$ cat src/rtl/sseg_scan_display_pkg.sv
// rtl/sseg_scan_display_pkg.sv - shared constants for the seven-segment scanner
package sseg_scan_display_pkg;

  typedef enum logic {
    ST_DRIVE = 1'b0,
    ST_BLANK = 1'b1
  } state_e;

  // Lit-segment patterns, active-high, bit order {g,f,e,d,c,b,a}
  localparam logic [6:0] SEG_0    = 7'h3F;
  localparam logic [6:0] SEG_1    = 7'h06;
  localparam logic [6:0] SEG_2    = 7'h5B;
  localparam logic [6:0] SEG_3    = 7'h4F;
  localparam logic [6:0] SEG_4    = 7'h66;
  localparam logic [6:0] SEG_5    = 7'h6D;
  localparam logic [6:0] SEG_6    = 7'h7D;
  localparam logic [6:0] SEG_7    = 7'h07;
  localparam logic [6:0] SEG_8    = 7'h7F;
  localparam logic [6:0] SEG_9    = 7'h6F;
  localparam logic [6:0] SEG_DASH = 7'h40;
  localparam logic [6:0] SEG_OFF  = 7'h00;

  // All anodes released (active-low anodes)
  localparam logic [3:0] AN_OFF   = 4'b1111;

endpackage

$ cat src/rtl/sseg_scan_display_bcd_to_sseg.sv
// rtl/sseg_scan_display_bcd_to_sseg.sv - BCD digit to active-high segment pattern
module bcd_to_sseg
  import sseg_scan_display_pkg::*;
(
  input  logic [3:0] bcd_i,
  output logic [6:0] seg_o
);

  // Decimal codes get their glyph; anything above 9 shows a dash.
  always_comb begin
    seg_o = SEG_DASH;
    case (bcd_i)
      4'd0:    seg_o = SEG_0;
      4'd1:    seg_o = SEG_1;
      4'd2:    seg_o = SEG_2;
      4'd3:    seg_o = SEG_3;
      4'd4:    seg_o = SEG_4;
      4'd5:    seg_o = SEG_5;
      4'd6:    seg_o = SEG_6;
      4'd7:    seg_o = SEG_7;
      4'd8:    seg_o = SEG_8;
      4'd9:    seg_o = SEG_9;
      default: seg_o = SEG_DASH;
    endcase
  end

endmodule

$ cat src/rtl/sseg_scan_display.sv
// rtl/sseg_scan_display.sv - 4-digit multiplexed seven-segment driver with blanking gap
module sseg_scan_display
  import sseg_scan_display_pkg::*;
#(
  parameter int DVSR         = 100000,
  parameter int N            = 17,
  parameter int BLANK_CYCLES = 1000,
  parameter int BW           = 10
) (
  input  logic        clk,
  input  logic        reset,
  input  logic        enable,
  input  logic        lz_blank,
  input  logic [3:0]  dp_mask,
  input  logic [15:0] digits,
  output logic [3:0]  an,
  output logic [6:0]  seg,
  output logic        dp
);

  localparam logic [N-1:0]  PRESC_LAST = N'(DVSR - 1);
  localparam logic [BW-1:0] BLANK_LAST = BW'((BLANK_CYCLES > 0) ? BLANK_CYCLES - 1 : 0);

  state_e        state_q, state_d;
  logic [1:0]    idx_q, idx_d;
  logic [N-1:0]  presc_q, presc_d;
  logic [BW-1:0] blank_q, blank_d;

  logic [15:0]   snap_digits_q;
  logic [3:0]    snap_dp_q;
  logic          snap_lz_q;

  logic [3:0]    an_q, an_d;
  logic [6:0]    seg_q, seg_d;
  logic          dp_q, dp_d;

  logic          capture;
  logic [15:0]   cur_digits;
  logic [3:0]    cur_dp;
  logic          cur_lz;
  logic [3:0]    sel_bcd;
  logic [6:0]    pattern;
  logic          digit_blank;

  // Frame start: the snapshot loads this cycle, and digit 0 already shows the new value
  assign capture    = (state_q == ST_DRIVE) && (idx_q == 2'd0) && (presc_q == '0);
  assign cur_digits = capture ? digits   : snap_digits_q;
  assign cur_dp     = capture ? dp_mask  : snap_dp_q;
  assign cur_lz     = capture ? lz_blank : snap_lz_q;
  assign sel_bcd    = cur_digits[{idx_q, 2'b00} +: 4];

  // Digit 2 only blanks when the whole upper byte is zero, so "0 5" never appears as " 5" with a gap
  assign digit_blank = cur_lz &&
                       (((idx_q == 2'd3) && (cur_digits[15:12] == 4'd0)) ||
                        ((idx_q == 2'd2) && (cur_digits[15:8]  == 8'd0)));

  bcd_to_sseg u_dec (
    .bcd_i (sel_bcd),
    .seg_o (pattern)
  );

  // State, counters, snapshot and registered pin drivers
  always_ff @(posedge clk) begin
    if (reset) begin
      state_q       <= ST_DRIVE;
      idx_q         <= 2'd0;
      presc_q       <= '0;
      blank_q       <= '0;
      snap_digits_q <= 16'h0000;
      snap_dp_q     <= 4'h0;
      snap_lz_q     <= 1'b0;
      an_q          <= AN_OFF;
      seg_q         <= ~SEG_OFF;
      dp_q          <= 1'b1;
    end else begin
      state_q <= state_d;
      idx_q   <= idx_d;
      presc_q <= presc_d;
      blank_q <= blank_d;
      an_q    <= an_d;
      seg_q   <= seg_d;
      dp_q    <= dp_d;
      if (capture) begin
        snap_digits_q <= digits;
        snap_dp_q     <= dp_mask;
        snap_lz_q     <= lz_blank;
      end
    end
  end

  // Scan sequencing: drive a digit for DVSR cycles, then hold all anodes off for the gap
  always_comb begin
    state_d = state_q;
    idx_d   = idx_q;
    presc_d = presc_q;
    blank_d = blank_q;
    case (state_q)
      ST_DRIVE: begin
        if (presc_q == PRESC_LAST) begin
          presc_d = '0;
          if (BLANK_CYCLES == 0) begin
            idx_d = idx_q + 2'd1;
          end else begin
            state_d = ST_BLANK;
          end
        end else begin
          presc_d = presc_q + N'(1);
        end
      end
      ST_BLANK: begin
        presc_d = '0;
        if (blank_q == BLANK_LAST) begin
          blank_d = '0;
          idx_d   = idx_q + 2'd1;
          state_d = ST_DRIVE;
        end else begin
          blank_d = blank_q + BW'(1);
        end
      end
      default: begin
        state_d = ST_DRIVE;
      end
    endcase
  end

  // Pin values for next cycle; dark unless driving an enabled, non-suppressed digit
  always_comb begin
    an_d  = AN_OFF;
    seg_d = ~SEG_OFF;
    dp_d  = 1'b1;
    if ((state_q == ST_DRIVE) && enable && !digit_blank) begin
      an_d  = ~(4'b0001 << idx_q);
      seg_d = ~pattern;
      dp_d  = ~cur_dp[idx_q];
    end
  end

  assign an  = an_q;
  assign seg = seg_q;
  assign dp  = dp_q;

endmodule
$ cat config.mk
export PLATFORM = sky130hd
export DESIGN_NAME = sseg_scan_display
export DESIGN_NICKNAME = d
export VERILOG_FILES = /design/src/rtl/sseg_scan_display_pkg.sv /design/src/rtl/sseg_scan_display_bcd_to_sseg.sv /design/src/rtl/sseg_scan_display.sv
export SDC_FILE = /design/constraint.sdc
export NUM_CORES = 1
export LEC_CHECK = 0
export CAP_MARGIN = 30
export CORE_ASPECT_RATIO = 0.5
export CORE_MARGIN = 1
export CORE_UTILIZATION = 44
export CTS_CLUSTER_DIAMETER = 60
export DETAILED_ROUTE_END_ITERATION = 16
export GPL_ROUTABILITY_DRIVEN = 1
export PLACE_DENSITY = 0.65
export SYNTH_ARGS = -nofsm -noshare
export SYNTH_HDL_FRONTEND = slang
export SYNTH_HIERARCHICAL = 1
export SYNTH_SLANG_ARGS = --single-unit
$ cat constraint.sdc
create_clock -name clk -period 3.57 [get_ports clk]
set_clock_uncertainty 0.05 [all_clocks]
set_input_delay 0.714 -clock clk [delete_from_list [all_inputs] [get_ports clk]]
set_output_delay 0.714 -clock clk [all_outputs]
set_load 0.05 [all_outputs]
==> summary.md, run 1 <==
| Metric | Value |
|---|---|
| Vias | `2566` |
| Worst EP arrival | `3360 ps` |
| Yosys warns | `6` |
| Worst hold margin | `420 ps` |
| Layout cells sized above 1 | `0.144` |
| Yosys top cell area share | `0.397` |
| CTS tree | `yes` |
| Post-Synthesis Cells | `343` |
| Worst-Margin Slew | `542 ps` |
| Port bufs | `35` |
| Minimum clock period | `3200 ps` |
| Yosys reg bits | `63` |
| R2R setup slack | `370 ps` |
| CP Cell Sequence | `inv_1 > ha_1 > nor4b_4 > nand3_2 > nor2_2 > buf_4 > mux4_2 > mux2_2 > inv_1 > ha_1 > o21ai_0 > nand3_2` |
| Run status | `completed` |
| Most frequent cell after synthesis | `dfxtp_1` |
| Rel. slew slack | `0.636` |
| Pre-Repair DR Iteration Count | `4` |
| R2R cell count | `12` |
| Total clock sinks | `63` |
| Synth unique cells | `54` |
| Inserted Diodes | `0` |
| Post-route DRC | `0` |
| Clock root cell | `clkbuf_16` |
| CTS Hold Bufs | `0` |
| Die height | `62.1 um` |
| Via density | `5.40` |
| Crit start category | `register` |
| Worst Setup End Kind | `register` |
| Core Region | `0.00683 sq mm` |
| Clk_lat worst skew | `330 ps` |
| CTS H-tree depth | `3` |
| Row cnt | `21` |
| FF-to-FF End | `seg[1]` |
| Asr flop ratio synth | `0` |
| Number of setup violations in the final report | `0` |
| CP Max Fanout | `13` |
| GRT Util Overall | `0.191` |
| Register area | `0.00126 sq mm` |
| Fill count | `598` |
| GPL Wtd Cong | `0.934` |
| Mapped cell area | `0.00318 sq mm` |
| WL per Instance | `14.0 um` |
| Setup bufs post-CTS | `0` |
| Post-synth EDFFs | `0` |
| Pins Over Slew Limit | `0` |
| CP max stage cell | `dfxtp_1` |
| Nets@finish | `417` |
| Area leader, netlist | `dfxtp_1` |
| Final global-route overflow total | `0` |
| Hold path depth | `1` |
| Worst Hold Launch | `presc_q[0]` |
| Vias in the first global route | `2568` |
| Type of the worst min-delay path | `register to register` |
| CTS resizes | `0` |
| Top Ports | `36` |
| CP peak stage delay | `420 ps` |
| Post-Route WL | `6.64 mm` |
| Crit Reg-Reg Startpoint | `idx_q[1]` |
| Top post-synthesis cells by area | `dfxtp_1, mux4_2, nor2_1` |
| Worst hold endpoint | `presc_q[0]` |
| Max-Cap Viols | `0` |
| Clk slew on worst S/H paths | `50 ps` |
| RSZ-0062 raised after global routing | `no` |
| Pwr Density | `475 mW/mm^2` |
| Net Count, Synth | `380` |
| Hold Fails Final Rpt | `0` |
| Dominant synthesized flop cell | `dfxtp_1` |
| Die ar. | `0.00759 sq mm` |
| Die X | `122 um` |
| Drt first-iter violations | `105` |
| Worst vdd ir | `0.239 mV` |
| Sequential share of the synthesized area | `0.397` |
| Remaining antenna violation count | `0` |
| Starting Density | `0.465` |
| Required time of the critical path | `3730 ps` |
| P&R area growth vs syn | `22.0%` |
| Synth cell count leaders | `dfxtp_1, nor2_1, nand2_1` |
| Largest net degree at the start of global routing | `30` |
| Final HPWL from detailed placement | `4.89 mm` |
| Fmax | `312 MHz` |
| Average size of a mapped cell | `9.27 sq um` |
| CP Class | `register to register` |
| Lkg Pwr | `1.49 nW` |
| Area occupied by multi-input gates | `0.00177 sq mm` |
| CTS Buf Count | `9` |
| Fin crit share | `0.897` |
| Clk buf depth | `2` |
| Initial antenna violation count | `0` |
| Setup TNS | `0 ps` |
| First-pass GRT wire length | `11.2 mm` |
==> per-stage QoR <==
step | worst slack, ps | instances | instance area, sq um | power, W | util
after floorplan | 644 | 343 | 3180 | 0.000990 | -
after global placement | 446 | 460 | 3600 | 0.00106 | 0.527
after detailed placement | 355 | 461 | 3610 | 0.00107 | 0.529
after CTS | 329 | 475 | 3880 | 0.00186 | 0.568
after global routing | 85.0 | 475 | 3880 | 0.00192 | 0.568
final | 367 | 475 | 3880 | 0.00184 | 0.568
==> power breakdown <==
group | switching [W] | internal [W] | total (W)
combinational | 0.000162 | 0.000137 | 0.000299
sequential | 0.0000196 | 0.000740 | 0.000760
clock | 0.000284 | 0.000497 | 0.000781
==> per-layer routing <==
layer	part of all wire	vias up	GRT usage
met5	0	-	0
met3	0.040	17	0.0616
met1	0.45	1236	0.220
met4	0.018	0	0.0915
met2	0.49	47	0.320
li1	-	1266	-
==> area by class of cell <==
type / count / area share
tap: 92 / 0.0297
inverter: 13 / 0.0126
sequential: 63 / 0.325
timing repair buffer: 43 / 0.107
clock inverter: 1 / 0.00129
clock buffer: 13 / 0.0671
multi-input combinational: 250 / 0.457
==> flip-flops by register name, summed over array words and instances, names as in the netlist <==
signal / flops
an: 4
blank_q: 10
dp: 1
idx_q: 2
presc_q: 17
seg: 7
snap_digits_q: 16
snap_dp_q: 4
snap_lz_q: 1
state_q: 1
==> worst max-delay path by stage <==
stage                     startpoint  endpoint  slack (ps)  cells past startpoint
after global routing        idx_q[1]    seg[1]          80                     12
after CTS                   idx_q[1]    seg[1]         330                     12
final                       idx_q[1]    seg[1]         370                     12
after global placement      idx_q[1]    seg[0]         450                     12
after floorplan             idx_q[1]    seg[0]         640                     13
after detailed placement    idx_q[1]    seg[1]         350                     12
==> worst max-delay path, delay by kind of cell (launching register included) <==
family	cells	cell delay (ps)
simple gates	4	720
mux	2	670
buf+inv	3	560
fa+ha+maj	2	450
flops	1	420
compound gates	1	200
==> layout by cell type, fill, tap and decap left out, drive strengths merged, types with 2 or more instances in the layout <==
cell type	instances
nor4	5
nor3b	2
o21a	2
inv	12
mux2	5
mux4	8
and3	3
o21ai	16
and4	3
clkbuf	13
xor2	13
o22ai	3
nand2	37
nand2b	2
nor2	44
dfxtp	63
a22oi	3
mux2i	8
ha	13
nor3	7
o21ba	2
xnor2	11
clkdlybuf4s50	35
buf	8
a21o	2
clkinv	2
a211oi	2
nand3	18
a21oi	16
nand4	10
==> cell families (layout without fill, tap and decap cells) <==
kind of cell / Yosys count / count (layout) / synth area share
adder cells (fa/ha/maj): 13 / 13 / 0.0512
buffers and inverters: 30 / 70 / 0.0464
multiplexers: 21 / 21 / 0.101
XOR/XNOR: 24 / 24 / 0.0661
flip-flops: 63 / 63 / 0.397
AND/OR/NAND/NOR: 143 / 143 / 0.247
AO/OA/AOI/OAI: 49 / 49 / 0.0921
No activity file was read; power rests on OpenSTA's default activity.
==> inputs of run 2 (changes only) <==
--- a/config.mk
+++ b/config.mk
@@ -7,12 +7,12 @@
 export LEC_CHECK = 0
 export CAP_MARGIN = 30
 export CORE_ASPECT_RATIO = 0.5
-export CORE_MARGIN = 1
-export CORE_UTILIZATION = 44
+export CORE_MARGIN = 2
+export CORE_UTILIZATION = 45
 export CTS_CLUSTER_DIAMETER = 60
 export DETAILED_ROUTE_END_ITERATION = 16
 export GPL_ROUTABILITY_DRIVEN = 1
-export PLACE_DENSITY = 0.65
+export PLACE_DENSITY = 0.66
 export SYNTH_ARGS = -nofsm -noshare
 export SYNTH_HDL_FRONTEND = slang
 export SYNTH_HIERARCHICAL = 1
==> summary.md, run 2 (synthesis gave the netlist of run 1 again) <==
| Metric | Value |
|---|---|
| Run status | `completed` |
| Inserted Diodes | `0 (unchanged)` |
| Worst EP arrival | `3220 ps (-140 ps)` |
| Clk_lat worst skew | `330 ps (about the same)` |
| Worst-Margin Slew | `552 ps (+9.85 ps)` |
| Setup bufs post-CTS | `0 (unchanged)` |
| Number of setup violations in the final report | `0 (unchanged)` |
| Post-route DRC | `0 (unchanged)` |
| Clk buf depth | `2 (unchanged)` |
| Initial antenna violation count | `0 (unchanged)` |
| CP max stage cell | `dfxtp_1` |
| Fin crit share | `0.859 (-0.0382)` |
| Vias in the first global route | `2414 (-6.0%)` |
| Max-Cap Viols | `0 (unchanged)` |
| Largest reg by FF count | `presc_q` |
| CP Class | `register to register` |
| Largest net degree at the start of global routing | `31 (+3.3%)` |
| Setup TNS | `0 ps (unchanged)` |
| CP peak stage delay | `420 ps (about the same)` |
| Placed Area | `0.00361 sq mm (about the same)` |
| Die ar. | `0.00779 sq mm (+2.7%)` |
| Core Region | `0.00675 sq mm (-1.2%)` |
| Rel. slew slack | `0.629 (-0.00661)` |
| Pre-Repair DR Iteration Count | `4 (unchanged)` |
| Required time of the critical path | `3720 ps (about the same)` |
| Die height | `63.4 um (+2.1%)` |
| Vias | `2529 (-1.4%)` |
| CTS tree | `yes` |
| Crit start category | `register` |
| Final HPWL from detailed placement | `4.83 mm (-1.2%)` |
| Layout cells sized above 1 | `0.147 (+0.00299)` |
| Worst hold margin | `428 ps (+7.38 ps)` |
| Most common library cell in the layout ignoring fill and taps | `dfxtp_1` |
| WL per Instance | `13.7 um (-1.9%)` |
| Clock root cell | `clkbuf_16` |
| Die X | `123 um (+0.54%)` |
| Biggest regs | `presc_q: 17 flops, snap_digits_q: 16 flops, blank_q: 10 flops` |
| Drt first-iter violations | `164 (+56%)` |
| CP Cell Sequence | `inv_1 > ha_1 > nor4b_4 > nand3_2 > nor2_2 > buf_12 > mux4_2 > mux2_2 > inv_1 > ha_1 > o21ai_0 > nand3_2` |
| Nets@finish | `415 (-0.48%)` |
| Post-Route WL | `6.50 mm (-2.1%)` |
| Top Ports | `36 (unchanged)` |
| Row cnt | `21 (unchanged)` |
| Max FFs per register | `17 (unchanged)` |
| Worst Setup End Kind | `register` |
| Pins Over Slew Limit | `0 (unchanged)` |
| Total clock sinks | `63 (unchanged)` |
| Lkg Pwr | `1.50 nW (+1.0%)` |
| Hold Fails Final Rpt | `0 (unchanged)` |
| Pwr Density | `490 mW/mm^2 (+3.3%)` |
| FF-to-FF End | `seg[1]` |
| Fin area | `0.00391 sq mm (+0.77%)` |
| Clk slew on worst S/H paths | `50 ps (about the same)` |
| Hold path depth | `2 (+1)` |
| R2R cell count | `12 (unchanged)` |
| Final global-route overflow total | `0 (unchanged)` |
| Worst hold endpoint | `snap_dp_q[3]` |
| Cell family with most CP delay | `multiplexers` |
| Type of the worst min-delay path | `register to register` |
| Starting Density | `0.471 (+0.00543)` |
| CP Max Fanout | `30 (+17)` |
| Fmax | `326 MHz (+4.4%)` |
| CTS Buf Count | `9 (unchanged)` |
| GRT Util Overall | `0.184 (-0.00666)` |
| GPL Wtd Cong | `0.875 (-6.4%)` |
| Worst Hold Launch | `snap_dp_q[3]` |
| RSZ-0062 raised after global routing | `no` |
| Minimum clock period | `3070 ps (-136 ps)` |
| P&R area growth vs syn | `22.9%` |
| Final Core Density | `0.579 (+0.0111)` |
| Remaining antenna violation count | `0 (unchanged)` |
| CTS H-tree depth | `3 (unchanged)` |
| Port bufs | `35 (unchanged)` |
| CTS Hold Bufs | `0 (unchanged)` |
| R2R setup slack | `500 ps (+140 ps)` |
| Via density | `5.34 (-1.2%)` |
| Crit path buffers/inverters | `3 (unchanged)` |
| Crit Reg-Reg Startpoint | `idx_q[1]` |
| First-pass GRT wire length | `11.1 mm (-1.1%)` |
| Worst vdd ir | `0.254 mV (+6.3%)` |
| Commonest cells after routing, fill and taps aside | `dfxtp_1, nor2_1, nand2_1` |
| CTS resizes | `0 (unchanged)` |
-- run 2: changes by cell type in the layout (fill, tap and decap cells not counted), sizes merged --
cell    previous run  this run
clkinv             2         4
buf                8         6
clkbuf            13        11
bufinv             0         1
-- run 2: area by class of cell --
class / instances / area [sq um]
repair buffers: 41 / 412
well taps: 92 / 115
clock buffers: 11 / 253
flip-flops and latches: 63 / 1260
inverters: 13 / 48.8
clock inverters: 4 / 45.0
multi-input cells: 250 / 1770
fillers: 569 / 2850
-- run 2: worst max-delay path by stage --
stage	startpoint	end	slack, ps	depth (start not counted)
after floorplan	idx_q[1]	seg[0]	640	13
final	idx_q[1]	seg[1]	500	12
after global placement	idx_q[1]	seg[3]	630	12
after detailed placement	idx_q[1]	seg[1]	530	12
after CTS	idx_q[1]	seg[1]	520	12
after global routing	idx_q[1]	seg[1]	290	12
-- run 2: power by group --
group | total (W) | internal [W] | switching, W
sequential | 0.000760 | 0.000740 | 0.0000202
clock | 0.000852 | 0.000569 | 0.000283
combinational | 0.000304 | 0.000140 | 0.000164
-- run 2: per-stage QoR --
stage / instances / worst slack (ps) / power [W]
after global routing: 474 / 288 / 0.00200
after CTS: 474 / 521 / 0.00194
final: 474 / 504 / 0.00192
after floorplan: 343 / 644 / 0.000990
after global placement: 458 / 627 / 0.00107
after detailed placement: 459 / 526 / 0.00108
-- run 2: worst reg2reg max path, delay by kind of cell (launching register included) --
family / cells / cell delay (ps)
AOI/OAI and AO/OA: 1 / 240
adders and majority gates: 2 / 460
buffers and inverters: 3 / 500
DFF: 1 / 420
muxes: 2 / 680
and+or+nand+nor: 4 / 610
-- run 2: routing by layer --
layer	vias up	share of wire	GRT usage
li1	1269	-	-
met2	43	0.49	0.302
met4	0	0.012	0.0747
met3	7	0.035	0.0652
met1	1210	0.47	0.220
met5	-	0	0
==> inputs of run 3 (changes only) <==
--- a/config.mk
+++ b/config.mk
@@ -12,6 +12,7 @@
 export CTS_CLUSTER_DIAMETER = 60
 export DETAILED_ROUTE_END_ITERATION = 16
 export GPL_ROUTABILITY_DRIVEN = 1
+export HOLD_SLACK_MARGIN = 0.05
 export PLACE_DENSITY = 0.66
 export SYNTH_ARGS = -nofsm -noshare
 export SYNTH_HDL_FRONTEND = slang
==> results of run 3 <==
Final layout, timing and power as in run 2 (identical DEF).
==> RTL change 1, RTL diff (flow settings as in run 3) <==
Remove the register `an_q`: a continuous assignment takes its place, so the output `an` follows one clock earlier.
--- a/src/rtl/sseg_scan_display.sv
+++ b/src/rtl/sseg_scan_display.sv
@@ -70,5 +70,4 @@
       snap_dp_q     <= 4'h0;
       snap_lz_q     <= 1'b0;
-      an_q          <= AN_OFF;
       seg_q         <= ~SEG_OFF;
       dp_q          <= 1'b1;
@@ -78,5 +77,4 @@
       presc_q <= presc_d;
       blank_q <= blank_d;
-      an_q    <= an_d;
       seg_q   <= seg_d;
       dp_q    <= dp_d;
@@ -88,4 +86,6 @@
     end
   end
+
+  assign an_q = an_d;
 
   // Scan sequencing: drive a digit for DVSR cycles, then hold all anodes off for the gap
Behaviour: not the same (Yosys sat finds a counterexample within 4 cycles, from zero or initial values and one cycle with reset high).
==> RTL change 1 against run 3 <==
Synthesized cell count decreased by 1.5%; cell count decreased by 0.21%; combinational power increased by 2%; worst setup slack got worse by 0.22 ns; routed wire length increased by 1.9%; total power decreased by 2.9%; synthesized area decreased by 1.0%; sequential cell count decreased by 4; cell area increased by 0.19%; sequential share of layout area decreased by 2.1 points; first-iteration DRC count decreased by 27%; largest cell class unchanged.
==> RTL change 1: results <==
set metrics [dict create \
    track_usage_pct 18.43 \
    wirelength_um 6624 \
    ys_warn_count 6 \
    synth-xor-area-share_pct 6.680 \
    htree_levels 3 \
    worstSetupStartpoint "idx_q[1]" \
    synth_area_leaders "dfxtp_1 38%, mux4_2 5.7%, nor2_1 5.2%" \
    drive_gt1_share_pct 16.27 \
    cp_max_fo 19 \
    dp_hpwl_um 4784 \
    grt_max_degree 24 \
    critPathArrivalTime_ns 3.40 \
    cts_buffer_depth 2 \
    dp_slack_ns 0.2195 \
    routed.top_layer "met4" \
    dpl_cell_area_um2 3590 \
    drtPass1Iterations 4 \
    synth.distinct_cells 50 \
    leakage_nw 1.525 \
    cpLargestDelayFamily "simple AND/OR/NAND/NOR gates" \
    nNetsFinal 413 \
    drt_iter0_markers 120 \
    route.met2.wl_um 3299 \
    met3_length_um 245 \
    async_flop_share_pct 0 \
    post_drt_wl_per_cell_um 14.00 \
    slowest_stage "dfxtp_1" \
    ys_seq_area_share_pct 37.53 \
    root_buffer "clkbuf_16" \
    grt_pass1_wl_um 11210 \
    synth_fa_ha_area_share_pct 5.169 \
    hp-start "snap_dp_q[3]" \
    ys_top_cells_by_count "59 x dfxtp_1, 44 x nor2_1, 40 x nand2_1" \
    vias 2507 \
    status "finished clean" \
    globalplace.congestion 0.8459 \
    place_inst 455 \
    peakVddDrop_v 0.0002427 \
    tightest_slew_ns 0.8162 \
    synthMuxAreaShare_pct 10.50 \
    synth.avg_cell_area_um2 9.310 \
    synth_compound_area_share_pct 13.32 \
    syn_nets 375 \
    wl_met1_um 3023 \
    insertion_delay_ns 0.32 \
    largestRegisters "presc_q: 17 flops, snap_digits_q: 16 flops, blank_q: 10 flops" \
]
-- RTL change 1: cell types whose count changed after synthesis, moves of 3 or more --
| cell | run 3 | this run |
|---|---|---|
| buf_6 | 3 | 8 |
| nand3_2 | 11 | 0 |
| dfxtp_1 | 63 | 59 |
| buf_2 | 4 | 0 |
| nor3_1 | 7 | 4 |
| o211ai_2 | 0 | 10 |
| nand2_1 | 36 | 40 |
-- RTL change 1: worst paths after layout --
check	slack (ns)	end	depth (start not counted)
setup / recovery	0.28	seg[1]	12
hold / removal	0.43	snap_dp_q[3]	2
setup reg to reg	0.28	seg[1]	12
hold reg to reg	0.43	snap_dp_q[3]	2
-- RTL change 1: layout make-up --
| cell class | count | area (um^2) |
|---|---|---|
| clock buffer | 11 | 242.7 |
| inverter | 11 | 41.29 |
| sequential | 59 | 1181 |
| tap | 92 | 115.1 |
| timing repair buffer | 45 | 478.0 |
| multi-input combinational | 250 | 1804 |
| clock inverter | 5 | 52.55 |
| fill | 600 | 2811 |
-- RTL change 1: repair_timing --
item,in CTS,in global routing
setup endpoints to repair,4,3
setup buffers,0,2
gates resized for setup,1,1
-- RTL change 1: logic make-up after synthesis --
kind of cell	Yosys count
AND/OR/NAND/NOR	132
buffers and inverters	29
XOR/XNOR	24
multiplexers	22
AO/OA/AOI/OAI	59
flip-flops	59
adder cells (fa/ha/maj)	13
-- RTL change 1: power by group --
part | total (mW) | internal [mW] | switching (mW)
clock | 0.838 | 0.554 | 0.283
sequential | 0.712 | 0.693 | 0.0186
combinational | 0.311 | 0.143 | 0.167
-- RTL change 1: worst min-delay path: stages, from the launching register on --
cell and delay, ns:
dfxtp_1 0.31, o21ai_0 0.06, a21oi_1 0.06
-- RTL change 1: layer usage --
layer / vias to the layer above / global-route usage [%]
met5: - / 0
met3: 7 / 5.344
met1: 1202 / 22.58
met4: 0 / 5.029
li1: 1259 / -
met2: 39 / 31.67
==> RTL change 2, RTL diff (settings of run 3) <==
Made on the original files. Change the parameter `BW` from 10 to 14.
--- a/src/rtl/sseg_scan_display.sv
+++ b/src/rtl/sseg_scan_display.sv
@@ -6,5 +6,5 @@
   parameter int N            = 17,
   parameter int BLANK_CYCLES = 1000,
-  parameter int BW           = 10
+  parameter int BW           = 14
 ) (
   input  logic        clk,
Function: no difference found for any inputs over 10 cycles, from zero or initial values and one cycle with reset high; that may be too few to reach the edited logic, so the function may still have changed.
==> RTL change 2 against run 3 <==
Routed wire length is 6.9% higher; core utilization is 1.3 points lower; critical path depth is 1 lower; hold slack better by 0.0050 ns; sequential cell count is 4 higher; total power is 11% higher; die area is 6.2% higher; global-route usage is 0.34 points lower; synthesized area is 6.5% higher; worst setup slack worse by 0.23 ns; cell area is 6.1% higher; fmax is 6.9% lower; critical path type unchanged; highest routed layer unchanged.
==> RTL change 2: results <==
set metrics [dict create \
    drt_iter0_markers 148 \
    dp_hpwl_um 5081 \
    grt_max_degree 28 \
    dpl_cell_area_um2 3784 \
    status "finished clean" \
    hold_end "snap_lz_q" \
    antenna_found_initial 0 \
    peakVddDrop_v 0.0002690 \
    critPathArrivalTime_ns 3.42 \
    grt_pass1_vias 2616 \
    synth_edf_count 0 \
    numPortBuffers 35 \
    cp_max_fo 16 \
    r2r-start "idx_q[1]" \
    syn_nets 409 \
    ctsResizeCount 0 \
    drc 0 \
    track_usage_pct 18.09 \
    hp-start "snap_lz_q" \
    initial_core_util_pct 46.26 \
    wirelength_um 6947 \
    ys_top_cells_by_count "67 x dfxtp_1, 48 x nor2_1, 45 x nand2_1" \
    slowest_stage "dfxtp_1" \
    r2r_end "seg[3]" \
    globalplace.congestion 0.8295 \
    max-cap-violations 0 \
    drtPass1Iterations 4 \
    cts_buffer_depth 2 \
    ys_warn_count 6 \
    nNetsFinal 444 \
    slew_headroom_pct 47.67 \
    root_buffer "clkbuf_16" \
    holdWs_ns 0.4327 \
    drive_gt1_share_pct 9.709 \
    grt_pass1_wl_um 11720 \
    r2r_cells 11 \
    met2_usage_pct 32.50 \
    grt_util_met1_pct 20.74 \
    synth_area_leaders "dfxtp_1 40%, mux4_1 5.4%, nor2_1 5.3%" \
    leakage_nw 1.596 \
    r2r_slack_ns 0.27 \
    synth.distinct_cells 48 \
    ys_seq_area_share_pct 39.60 \
    clk_pin_slew_worst_paths_ns 0.06 \
    largestRegisters "presc_q: 17 flops, snap_digits_q: 16 flops, blank_q: 14 flops" \
    postCtsSetupBuffers 0 \
    hold_depth 2 \
    use_met3_pct 4.723 \
    vias 2756 \
]
## RTL change 2: changes by cell type after synthesis, moves of 4 or more
cell	change
xnor2_1	+5
nand2_1	+9
dfxtp_1	+4
nand3_2	-10
mux4_1	+7
nor4_1	+5
nor2_1	+4
nand4_1	-4
mux4_2	-7
nand3_1	+11
## RTL change 2: per-layer routing
metal  share of wire (%)  vias to the layer above
met5                   0                        -
met4                 1.6                        0
met3                 3.6                       12
met2                  49                       60
met1                  46                     1316
li1                    -                     1368
## RTL change 2: cell type report
type	count	area, um^2
clock buffers	12	266.5
well taps	96	120.1
multi-input cells	274	1867
fillers	650	3177
inverters	12	45.04
repair buffers	43	410.4
clock inverters	4	95.09
flip-flops and latches	67	1341
## RTL change 2: cell families after synthesis
logic type	after synthesis	share of synthesized area, %
simple gates	161	23.94
flops	67	39.60
compound gates	50	8.607
buf+inv	31	5.282
xor+xnor	28	7.240
mux	22	10.53
fa+ha+maj	13	4.802
## RTL change 2: where the power goes
group          internal [mW]  switching [mW]
sequential             0.783          0.0191
clock                  0.737           0.313
combinational          0.129           0.153
## RTL change 2: metrics by stage
step	std cells	worst slack, ns	util [%]
2_1_floorplan	372	0.4047	-
3_3_place_gp	491	0.3926	51.57
3_5_place_dp	492	0.3066	51.67
4_1_cts	508	0.2816	56.61
5_1_grt	508	0.003991	56.61
6_report	508	0.2747	56.61
## RTL change 2: critical path, delay by kind of cell, from the launching register on
family	cells	cell delay, ns
fa+ha+maj	2	0.40
compound gates	1	0.15
simple gates	4	1.02
buf+inv	1	0.15
flops	1	0.42
mux	3	0.94
## RTL change 2: how the worst max path moves through the flow
stage | start | endpoint
floorplan | idx_q[0] | seg[3]
global placement | idx_q[1] | seg[0]
detailed placement | idx_q[1] | seg[3]
CTS | idx_q[1] | seg[3]
global route | idx_q[1] | seg[3]
finish | idx_q[1] | seg[3]
